[config.mk]
export PLATFORM = sky130hd
export DESIGN_NAME = keypad_operand_entry
export DESIGN_NICKNAME = d
export VERILOG_FILES = /design/src/rtl/keypad_operand_entry.sv
export SDC_FILE = /design/constraint.sdc
export NUM_CORES = 1
export LEC_CHECK = 0
export BUFFER_PORTS_ARGS = -buffer_cell sky130_fd_sc_hd__buf_4
export CAP_MARGIN = 20
export CORE_MARGIN = 5
export CORE_UTILIZATION = 50
export CTS_CLUSTER_DIAMETER = 120
export DETAILED_ROUTE_END_ITERATION = 12
export PLACE_DENSITY = 0.79
export SLEW_MARGIN = 15
export SYNTH_ARGS = -nofsm -noshare
export SYNTH_HDL_FRONTEND = slang
export SYNTH_SLANG_ARGS = --single-unit
[constraint.sdc]
create_clock -name clk -period 2 [get_ports clk]
set_clock_uncertainty 0.05 [all_clocks]
set_input_delay 0.1 -clock clk [delete_from_list [all_inputs] [get_ports clk]]
set_output_delay 0.1 -clock clk [all_outputs]
set_load 0.1 [all_outputs]
[src/rtl/keypad_operand_entry.sv]
// keypad_operand_entry
//   Turns debounced keypad codes into two BCD operands. Digits 0-9 shift into
//   the operand being entered (most-significant digit ends up in the upper
//   nibble). A ends operand A, B ends operand B, C clears everything, E/F are
//   ignored. Completing B raises ops_valid for exactly one cycle.
//
//   Optional feature: define KEYPAD_BACKSPACE_EN to make key D delete the last
//   digit of the operand being entered (S_A / S_B only). Without the macro, D
//   is ignored and no backspace logic exists.
//
// Ports
//   clk        rising-edge clock
//   rst        synchronous active-low reset
//   key_code   hex key code from scanner
//   key_valid  debounced key-pressed level; accepted on its rising edge
//   op_a/op_b  BCD operands, width 4*N_DIGITS
//   entry_val  operand currently being entered (shows op_b once done)
//   phase      00=S_A, 01=S_B, 10=S_DONE
//   ops_valid  one-cycle pulse when both operands are complete
//   digit_cnt  digits held in the current operand (saturates at N_DIGITS)
//
// N_DIGITS must be >= 2.
module keypad_operand_entry #(
  parameter int N_DIGITS = 3,
  localparam int W  = 4 * N_DIGITS,
  localparam int CW = ($clog2(N_DIGITS + 1) < 2) ? 2 : $clog2(N_DIGITS + 1)
) (
  input  logic          clk,
  input  logic          rst,
  input  logic [3:0]    key_code,
  input  logic          key_valid,
  output logic [W-1:0]  op_a,
  output logic [W-1:0]  op_b,
  output logic [W-1:0]  entry_val,
  output logic [1:0]    phase,
  output logic          ops_valid,
  output logic [CW-1:0] digit_cnt
);

  typedef enum logic [1:0] {
    S_A    = 2'b00,
    S_B    = 2'b01,
    S_DONE = 2'b10
  } state_t;

  state_t        state_q, state_d;
  logic [W-1:0]  op_a_d, op_b_d, entry_d;
  logic [CW-1:0] cnt_d;
  logic          ops_valid_d;

  logic          prev_valid;
  logic          accept;
  logic          full;
  logic [W-1:0]  shifted;
  logic [W-1:0]  first_digit;

  // prev_valid follows key_valid even while reset is held: a key that was
  // down during reset is thereby discarded instead of being accepted on the
  // first cycle after reset releases.
  always_ff @(posedge clk) begin
    prev_valid <= key_valid;
  end

  assign accept      = key_valid & ~prev_valid;
  assign full        = (digit_cnt == CW'(N_DIGITS));
  assign shifted     = {entry_val[W-5:0], key_code};
  assign first_digit = {{(W-4){1'b0}}, key_code};
  assign phase       = state_q;

  always_ff @(posedge clk) begin
    if (!rst) begin
      state_q   <= S_A;
      op_a      <= '0;
      op_b      <= '0;
      entry_val <= '0;
      digit_cnt <= '0;
      ops_valid <= 1'b0;
    end else begin
      state_q   <= state_d;
      op_a      <= op_a_d;
      op_b      <= op_b_d;
      entry_val <= entry_d;
      digit_cnt <= cnt_d;
      ops_valid <= ops_valid_d;
    end
  end

  always_comb begin
    state_d     = state_q;
    op_a_d      = op_a;
    op_b_d      = op_b;
    entry_d     = entry_val;
    cnt_d       = digit_cnt;
    ops_valid_d = 1'b0;

    if (accept) begin
      if (key_code <= 4'd9) begin
        case (state_q)
          S_A: if (!full) begin
            entry_d = shifted;
            op_a_d  = shifted;
            cnt_d   = digit_cnt + CW'(1);
          end
          S_B: if (!full) begin
            entry_d = shifted;
            op_b_d  = shifted;
            cnt_d   = digit_cnt + CW'(1);
          end
          S_DONE: begin
            // A digit after completion starts a fresh calculation.
            entry_d = first_digit;
            op_a_d  = first_digit;
            op_b_d  = '0;
            cnt_d   = CW'(1);
            state_d = S_A;
          end
          default: ;
        endcase
      end else begin
        case (key_code)
          4'hA: if (state_q == S_A) begin
            state_d = S_B;
            entry_d = '0;
            cnt_d   = '0;
          end
          4'hB: if (state_q == S_B) begin
            state_d     = S_DONE;
            ops_valid_d = 1'b1;
          end
          4'hC: begin
            state_d = S_A;
            op_a_d  = '0;
            op_b_d  = '0;
            entry_d = '0;
            cnt_d   = '0;
          end
`ifdef KEYPAD_BACKSPACE_EN
          4'hD: if (state_q != S_DONE && digit_cnt != '0) begin
            entry_d = {4'h0, entry_val[W-1:4]};
            if (state_q == S_A) op_a_d = {4'h0, entry_val[W-1:4]};
            else                op_b_d = {4'h0, entry_val[W-1:4]};
            cnt_d = digit_cnt - CW'(1);
          end
`endif
          default: ;
        endcase
      end
    end
  end

endmodule

### Yosys cells after proc, flatten, opt, wreduce, memory -nomap -nowiden

Index checks and enable logic that the tools add are counted.

* $add $sub $neg: 1
* $lt $le $gt $ge: 1
* equality and inequality tests: 15
* muxes and demuxes: 21
* bitwise gates (word level): 5
* reduce and logical (&&, ||, !) cells: 10

Operators by type and width (count)
* $pmux 12 s2: 4
* $mux 12: 6
* $ne 3x3->1 const B: 5
* $mux 2: 7
* $eq 4x4->1 const B: 3
* $reduce_and 5->1: 2
* $pmux 2 s2: 2
* $reduce_and 4->1: 2
* $ne 3x1->1 const B: 2
* $pmux 2 s3: 1
* $eq 2x2->1 const B: 2
* $le 4x4->1 const B: 1
* $not 1->1: 4
* $reduce_bool 4->1: 1
* $reduce_or 4->1: 1
* $ne 3x2->1 const B: 1
* $reduce_bool 3->1: 1
* $add 2x1->2 const B: 1
* $eq 2x1->1 const B: 1
* $logic_not 2->1: 1
* $ne 2x1->1 const B: 1
* $reduce_bool 2->1: 1
* $reduce_or 2->1: 1
* $and 1x1->1: 1
* $mux 1: 1

* register bits after elaboration: 42
* input port bits: 7
* output and inout port bits: 41
* word-level logic and storage cells: 60

### Logic depth before layout (Yosys ltp)

Gate-level depths: netlist of the first run.

* depth in word-level cells: 4
* depth in mapped cells: 7
* depth with buffers taken out: 5

### Least setup slack after synthesis of the first run

No wires, ideal clock.

* path kind: flip-flop to flip-flop
* start point: reg state_q[0], in the netlist phase[0]
* end point: reg op_b[10]
* library setup time: 0.075 ns
* arrival: 2.148 ns
* data required time: 1.875 ns
* slack: -0.272 ns
* stages on the path, launching flop included: 6
* clock period less this slack: 2.272 ns
* cells stage by stage: dfxtp_1 -> buf_4 -> or3b_4 -> a21oi_4 -> buf_8 -> mux2i_1

* word-level cells in the longest chain between the ends: 3

RTL lines
* start: declaration: line 46 `state_t state_q, state_d;`
* start signal: assignment: line 79 `state_q <= state_d;`
* $eq 2x1->1 / $eq 2x2->1 (equally long branches): line 98 `case (state_q)`
* $ne 3x1->1 (no line), or another cell as far along
* $reduce_and 4->1 (no line) / $mux 12 (equally long branches)
* end signal: assignment: line 81 `op_b <= op_b_d;`
* end: declaration: line 33 `output logic [W-1:0] op_b,`

Several ways; a longest one is shown, not always the timed one.
A chain may end at the register's enable or synchronous reset.

### Worst setup path after layout of the first run

* start point: reg digit_cnt[0]
* end point: reg op_b[9]

* word-level cells in the longest chain between the ends: 3

RTL lines
* start: declaration: line 37 `output logic [CW-1:0] digit_cnt`
* start signal: assignment: line 83 `digit_cnt <= cnt_d;`
* $eq 2x2->1: line 65 `assign full = (digit_cnt == CW'(N_DIGITS));`
* $ne 3x3->1 (no line)
* $reduce_and 4->1 (no line)

No other way between the ends.

==> impl_metrics.env, run 1 <==
export IMPL_ir_worst_vdd_mv=0.348
export IMPL_rsz0062_at_grt="false"
export IMPL_die_x_um=73.5
export IMPL_place_congestion=0.852
export IMPL_fin_ws_ps=181
export IMPL_dp_cells=302
export IMPL_cts_sinks=42
export IMPL_start_util=0.512
export IMPL_cp_arrival_ps=1990
export IMPL_clk_pin_slew_ps=80
export IMPL_clock_path_buffers=2
export IMPL_dr_pass1_iters=4
export IMPL_ys_seq_elements=42
export IMPL_critPathLaunchType="flip-flop"
export IMPL_period_minus_slack_ps=1820
export IMPL_ctsResizeCount=0
export IMPL_cap_viol_max_count=0
export IMPL_fin_setup_tns_ps=0
export IMPL_grt_usage=0.189
export IMPL_synth_compound_area_frac=0.162
export IMPL_hold_class="primary input to flip-flop"
export IMPL_synth_ff_type="dfxtp_1"
export IMPL_drive_gt1_frac=0.280
export IMPL_num_vias=1768
export IMPL_yosysMostFrequentCell="dfxtp_1"
export IMPL_row_count=23
export IMPL_clk_latency_ps=290
export IMPL_synth_top_family_by_area="simple AND/OR/NAND/NOR gates"
export IMPL_synth_top_area_cell="dfxtp_1"
export IMPL_synth_mux_area_frac=0.120
export IMPL_power_density_nw_per_um2=703
export IMPL_wl_mm=4.79
export IMPL_htree_levels=2
export IMPL_cp_max_fo=12
export IMPL_cts_tree="built"
export IMPL_grt_max_degree=40
export IMPL_drc=0
export IMPL_stdcell_count=311
export IMPL_ys_seq_area_frac=0.417
export IMPL_synth_commonest_cells="dfxtp_1, nand2_1, nand3_1"
export IMPL_antennaDiodeCount=0
export IMPL_antenna_left=0
export IMPL_core_area_um2=3940
export IMPL_post_route_util=0.622
export IMPL_slew_headroom=0.654
export IMPL_seq_area_um2=846
export IMPL_dp_hpwl_mm=3.37
export IMPL_end_kind="flip-flop"
export IMPL_fin_area_um2=2450
export IMPL_synth_top_area_frac=0.417
export IMPL_maxSlewViolCount=0
export IMPL_place_ws_ps=222
export IMPL_area_growth_pct=21.6
export IMPL_final_hold_violation_count=0
export IMPL_p_leak_nw=0.928
export IMPL_synthAdderAreaFrac=0.00620
export IMPL_syn_num_nets=228
export IMPL_required_ps=2170
export IMPL_outcome="finished, final reports clean"
export IMPL_worstMarginPinSlew_ps=517
export IMPL_place_area_um2=2330
export IMPL_setup_viol_count_final=0
export IMPL_portBuffers=47
export IMPL_avgSynthCellArea_um2=9.17
export IMPL_period_share=0.909
export IMPL_whs_ps=61.3
export IMPL_fmax_ghz=0.550
export IMPL_grt_overflow=0
export IMPL_syn_area_um2=2020
export IMPL_multi_input_comb_area_um2=1030
export IMPL_wl_per_cell_um=15.4
export IMPL_ys_types=44
export IMPL_synthXorXnorAreaFrac=0
export IMPL_cts_made_buffers=5
export IMPL_first_iter_violations=131
export IMPL_ys_async_sr_fraction=0
export IMPL_ys_warn_count=0
export IMPL_yosys_area_share_simple=0.222
export IMPL_synthCells=220
export IMPL_vias_per_cell=5.68
export IMPL_pin_count=48
export IMPL_antenna_found_initial=0
export IMPL_grt_pass1_wl_mm=7.91
export IMPL_die_area_um2=5400
export IMPL_nFillCells=348
export IMPL_die_h_um=73.5
export IMPL_p_total_mw=1.73
export IMPL_synth_edf_count=0
export IMPL_crit_type="flip-flop to flip-flop"
export IMPL_grt_pass1_vias=1668
export IMPL_synth_area_leaders="dfxtp_1, mux2i_1, nand3_1, o21ai_0, nand2_1"
export IMPL_nets=268
export IMPL_cts_root_buf="clkbuf_8"
per-layer routing:
layer	global-route usage	wire [um]	share of wire	up-vias
li1	-	-	-	872
met1	0.233	1970	0.41	827
met2	0.299	2310	0.48	61
met3	0.0643	429	0.089	8
met4	0.0805	87	0.018	0
met5	0	0	0	-
final timing paths:
check | startpoint | end | slack, ps | depth (start not counted)
setup / recovery | digit_cnt[0] | op_b[9] | 180 | 4
hold / removal | key_code[0] | ops_valid | 60 | 3
setup reg to reg | digit_cnt[0] | op_b[9] | 180 | 4
hold reg to reg | op_b[8] | op_b[8] | 410 | 2
timing repair:
action                                  in CTS  in global routing
hold buffers                                 1                  0
setup buffers                                0                  0
endpoints found under the setup margin       0                  0
endpoints found under the hold margin        1                  0
cell families after synthesis:
logic type      count (synthesis)
mux                            24
buf+inv                        23
fa+ha+maj                       1
flops                          42
simple gates                   82
compound gates                 48
power by group:
part / switching (mW) / total (mW) / internal, mW / leakage (nW)
clock network: 0.291 / 0.658 / 0.367 / 0.0579
logic: 0.155 / 0.214 / 0.0598 / 0.529
registers: 0.00813 / 0.853 / 0.845 / 0.341
total: 0.454 / 1.73 / 1.27 / 0.928
area by class of cell:
class / count / area share
clock buffers: 5 / 0.0280
clock inverters: 3 / 0.0163
inverters: 4 / 0.00612
multi-input cells: 155 / 0.419
flip-flops and latches: 42 / 0.345
well taps: 50 / 0.0255
repair buffers: 52 / 0.160
sequential cells by signal, summed over array words and instances, names as in the netlist:
signal,cells
digit_cnt,2
op_b,12
entry_val,12
prev_valid,1
ops_valid,1
op_a,12
phase,2
critical path, cell delays in order (launching register included):
cell and delay [ps]:
dfxtp_2 340, ha_1 230, or3b_4 410, a21oi_4 460
mux2i_1 250
layout by cell type, fill, tap and decap left out, types with 2 or more instances in the layout:
cell,instances
mux2i_1,23
dfxtp_1,38
nor2b_1,5
a21oi_1,17
nand2b_1,2
nand3_1,24
inv_1,3
nand4_1,11
dfxtp_2,4
clkbuf_8,5
nor2_1,4
nand2_1,25
o21ai_0,19
clkinv_2,2
buf_4,51
(Power assumes the default switching activity.)
==> inputs of run 2 (changes only) <==
--- a/config.mk
+++ b/config.mk
@@ -5,8 +5,10 @@
 export SDC_FILE = /design/constraint.sdc
 export NUM_CORES = 1
 export LEC_CHECK = 0
+export ABC_AREA = 0
 export BUFFER_PORTS_ARGS = -buffer_cell sky130_fd_sc_hd__buf_4
 export CAP_MARGIN = 20
+export CORE_ASPECT_RATIO = 1.5
 export CORE_MARGIN = 5
 export CORE_UTILIZATION = 50
 export CTS_CLUSTER_DIAMETER = 120
==> impl_metrics.env, run 2 (synthesis results as in run 1) <==
export IMPL_cts_tree="built"
export IMPL_grt_usage=0.198
export IMPL_fin_setup_tns_ps=0
export IMPL_cp_arrival_ps=1940
export IMPL_hold_depth=3
export IMPL_slew_headroom=0.661
export IMPL_fmax_ghz=0.565
export IMPL_cts_made_buffers=5
export IMPL_worst_path_max_delay_cell="dlygate4sd3_1"
export IMPL_rsz0062_at_grt="false"
export IMPL_cts_sinks=42
export IMPL_worstMarginPinSlew_ps=505
export IMPL_dr_pass1_iters=4
export IMPL_antenna_left=0
export IMPL_hold_class="primary input to flip-flop"
export IMPL_cap_viol_max_count=0
export IMPL_vias_per_cell=5.79
export IMPL_drc=0
export IMPL_antennaDiodeCount=0
export IMPL_drive_gt1_frac=0.284
export IMPL_clock_path_buffers=2
export IMPL_cp_max_fo=10
export IMPL_grt_max_degree=40
export IMPL_place_congestion=0.942
export IMPL_grt_pass1_vias=1672
export IMPL_dp_hpwl_mm=3.51
export IMPL_pin_count=48
export IMPL_cpPeakStageDelay_ps=520
export IMPL_wl_per_cell_um=16.0
export IMPL_p_total_mw=1.64
export IMPL_critPathLaunchType="primary input"
export IMPL_ir_worst_vdd_mv=0.562
export IMPL_cp_cell_sequence="dlygate4sd3_1, buf_4, nor2b_1, buf_4, o2111ai_4, nor2_8, mux2i_1"
export IMPL_area_growth_pct=22.2
export IMPL_period_share=0.884
export IMPL_first_iter_violations=64
export IMPL_final_hold_violation_count=0
export IMPL_ctsResizeCount=0
export IMPL_p_leak_nw=0.936
export IMPL_die_h_um=87.8
export IMPL_htree_levels=2
export IMPL_cp_common_cell="buf_4"
export IMPL_grt_overflow=0
export IMPL_die_x_um=61.9
export IMPL_nets=271
export IMPL_cts_root_buf="clkbuf_8"
export IMPL_wl_mm=4.95
export IMPL_whs_ps=62.0
export IMPL_power_density_nw_per_um2=665
export IMPL_fin_ws_ps=231
export IMPL_core_area_um2=3920
export IMPL_grt_pass1_wl_mm=7.98
export IMPL_required_ps=2170
export IMPL_setup_viol_count_final=0
export IMPL_period_minus_slack_ps=1770
export IMPL_top_regs="entry_val x12, op_a x12, op_b x12"
export IMPL_worst_r2r_path_depth=5
export IMPL_antenna_found_initial=0
export IMPL_final_common_cell="buf_4"
export IMPL_place_ws_ps=212
export IMPL_crit_type="primary input to flip-flop"
export IMPL_num_vias=1788
export IMPL_die_area_um2=5430
export IMPL_layout_common_cells="buf_4, dfxtp_1, nand2_1"
export IMPL_outcome="finished, final reports clean"
export IMPL_clk_pin_slew_ps=80
export IMPL_end_kind="flip-flop"
export IMPL_start_util=0.514
export IMPL_portBuffers=47
export IMPL_clk_latency_ps=300
export IMPL_maxSlewViolCount=0
export IMPL_row_count=28
-- run 2: critical path: cells and delay by family --
kind	cells	cell delay, ps
and+or+nand+nor	2	580
AOI/OAI and AO/OA	1	170
buffers and inverters	3	840
muxes	1	240
-- run 2: layer usage --
metal / routed length, um / share of wire / track usage
met2: 2590 / 0.52 / 0.322
met5: 0 / 0 / 0
met1: 1920 / 0.39 / 0.243
met4: 109 / 0.022 / 0.0888
met3: 326 / 0.066 / 0.0472
-- run 2: worst paths after layout --
| path | start | to | slack (ps) |
|---|---|---|---|
| hold reg to reg | op_b[4] | op_b[4] | 410 |
| setup / recovery | key_valid | digit_cnt[1] | 230 |
| hold / removal | key_code[0] | ops_valid | 60 |
| setup reg to reg | digit_cnt[0] | digit_cnt[1] | 250 |
-- run 2: timing repair --
item | in CTS | in global routing
endpoints found under the hold margin | 1 | 0
endpoints found under the setup margin | 0 | 2
setup buffers | 0 | 1
hold buffers | 1 | 0
-- run 2: final cells by class --
class | instances | area, um^2
clock buffers | 7 | 86.3
well taps | 45 | 56.3
flip-flops and latches | 42 | 846
fillers | 365 | 1460
inverters | 4 | 15.0
multi-input cells | 155 | 1030
clock inverters | 1 | 5.00
repair buffers | 55 | 428
-- run 2: report_power, final --
| group | internal (mW) | switching (mW) |
|---|---|---|
| clock network | 0.279 | 0.288 |
| registers | 0.845 | 0.00802 |
| logic | 0.0623 | 0.157 |
| total | 1.19 | 0.453 |
-- run 2: stage by stage --
stage / area [um^2] / std cells / utilization
3_5_place_dp: 2340 / 299 / 0.597
4_1_cts: 2440 / 308 / 0.623
6_report: 2460 / 309 / 0.628
5_1_grt: 2460 / 309 / 0.628
2_1_floorplan: 2020 / 220 / -
3_3_place_gp: 2340 / 299 / 0.597
==> inputs of run 3 (changes only) <==
--- a/config.mk
+++ b/config.mk
@@ -10,10 +10,10 @@
 export CAP_MARGIN = 20
 export CORE_ASPECT_RATIO = 1.5
 export CORE_MARGIN = 5
-export CORE_UTILIZATION = 50
+export CORE_UTILIZATION = 53
 export CTS_CLUSTER_DIAMETER = 120
 export DETAILED_ROUTE_END_ITERATION = 12
-export PLACE_DENSITY = 0.79
+export PLACE_DENSITY = 0.83
 export SLEW_MARGIN = 15
 export SYNTH_ARGS = -nofsm -noshare
 export SYNTH_HDL_FRONTEND = slang
==> impl_metrics.env, run 3 (synthesis results as in run 1) <==
export IMPL_cap_viol_max_count=0
export IMPL_area_growth_pct=21.2
export IMPL_maxSlewViolCount=0
export IMPL_final_common_cell="buf_4"
export IMPL_wl_mm=4.93
export IMPL_rr_startpoint="digit_cnt[0]"
export IMPL_setup_viol_count_final=0
export IMPL_wl_per_cell_um=16.2
export IMPL_antennaDiodeCount=0
export IMPL_outcome="finished, final reports clean"
export IMPL_hp_start="key_code[0]"
export IMPL_grt_pass1_wl_mm=7.93
export IMPL_cts_made_buffers=5
export IMPL_row_count=27
export IMPL_period_share=0.937
export IMPL_power_density_nw_per_um2=705
export IMPL_clock_path_buffers=2
export IMPL_hold_class="primary input to flip-flop"
export IMPL_regToRegSetupSlack_ps=190
export IMPL_rsz0062_at_grt="false"
export IMPL_first_iter_violations=75
export IMPL_cts_root_buf="clkbuf_8"
export IMPL_vias_per_cell=5.81
export IMPL_required_ps=2170
export IMPL_stdcell_count=304
export IMPL_clk_pin_slew_ps=80
export IMPL_start_util=0.548
export IMPL_grt_usage=0.199
export IMPL_top_regs="entry_val x12, op_a x12, op_b x12"
export IMPL_layout_common_cells="buf_4, dfxtp_1, nand2_1"
export IMPL_cp_arrival_ps=2040
export IMPL_p_leak_nw=0.928
export IMPL_core_area_um2=3680
export IMPL_critPathLaunchType="primary input"
export IMPL_cp_max_fo=12
export IMPL_hold_depth=3
export IMPL_grt_overflow=0
export IMPL_die_area_um2=5160
export IMPL_drc=0
export IMPL_place_congestion=0.911
export IMPL_holdPathEnd="ops_valid"
export IMPL_worst_r2r_path_depth=4
export IMPL_end_kind="flip-flop"
export IMPL_r2r_end="op_b[11]"
export IMPL_final_hold_violation_count=0
export IMPL_post_cts_buffers=0
export IMPL_dp_cells=295
export IMPL_worstMarginPinSlew_ps=524
export IMPL_num_vias=1765
export IMPL_nets=268
export IMPL_dr_pass1_iters=4
export IMPL_antenna_left=0
export IMPL_cts_tree="built"
export IMPL_htree_levels=2
export IMPL_nFillCells=314
export IMPL_slew_headroom=0.650
export IMPL_ir_worst_vdd_mv=0.513
export IMPL_fin_setup_tns_ps=0
export IMPL_antenna_found_initial=0
export IMPL_fmax_ghz=0.534
export IMPL_portBuffers=47
export IMPL_pin_count=48
export IMPL_grt_max_degree=40
export IMPL_die_x_um=60.4
export IMPL_die_h_um=85.6
export IMPL_dp_hpwl_mm=3.55
export IMPL_clk_latency_ps=290
export IMPL_crit_start="key_valid"
export IMPL_crit_type="primary input to flip-flop"
export IMPL_grt_pass1_vias=1674
export IMPL_period_minus_slack_ps=1870
export IMPL_drive_gt1_frac=0.280
export IMPL_cts_sinks=42
## run 3: cell types whose count changed in the layout (fill, tap and decap cells not counted), sizes merged
cell	previous run	this run
buf	54	51
clkinv	2	3
bufinv	0	1
clkbuf	7	5
## run 3: report_power, final
part	switching (mW)	internal, mW	leakage, nW
clock network	0.287	0.367	0.0579
logic	0.156	0.0598	0.529
registers	0.00796	0.845	0.341
total	0.451	1.27	0.928
## run 3: routing by layer
layer	track usage	wire length (um)	vias to the layer above
li1	-	-	862
met1	0.227	1920	828
met2	0.343	2580	62
met3	0.0467	294	13
met4	0.0867	140	0
met5	0	0	-
## run 3: worst max path at each step
stage                    end  slack, ps  cells past startpoint
global route        op_b[11]          4                      6
global placement     op_b[5]        270                      4
detailed placement  op_b[11]        200                      4
floorplan           op_b[10]         70                      5
finish              op_b[11]        130                      6
CTS                 op_b[11]        130                      6
## run 3: area by class of cell
class | instances | area [um^2] | area share
tap | 43 | 53.8 | 0.0220
multi-input combinational | 155 | 1030 | 0.421
timing repair buffer | 52 | 393 | 0.161
clock inverter | 3 | 40.0 | 0.0164
sequential | 42 | 846 | 0.346
inverter | 4 | 15.0 | 0.00614
clock buffer | 5 | 68.8 | 0.0281
## run 3: repair_timing
item | 4_1_cts | 5_1_grt
hold buffers | 1 | 0
hold endpoints to repair | 1 | 0
gates resized for setup | 0 | 0
## run 3: metrics by stage
stage	worst slack (ps)	hold slack (ps)	instance area, um^2	utilization	power [mW]
6_report	127	69.1	2440	0.664	1.72
5_1_grt	3.74	82.6	2440	0.664	1.79
4_1_cts	132	64.3	2440	0.664	1.73
3_5_place_dp	202	170	2330	0.632	1.08
3_3_place_gp	270	171	2330	0.632	1.08
2_1_floorplan	66.6	77.7	2020	-	1.05
## run 3: critical path: stages
cell and delay (ps):
dlygate4sd3_1 530, buf_4 110, nor2b_1 350, nand3_1 220, a21oi_4 470, mux2i_1 270
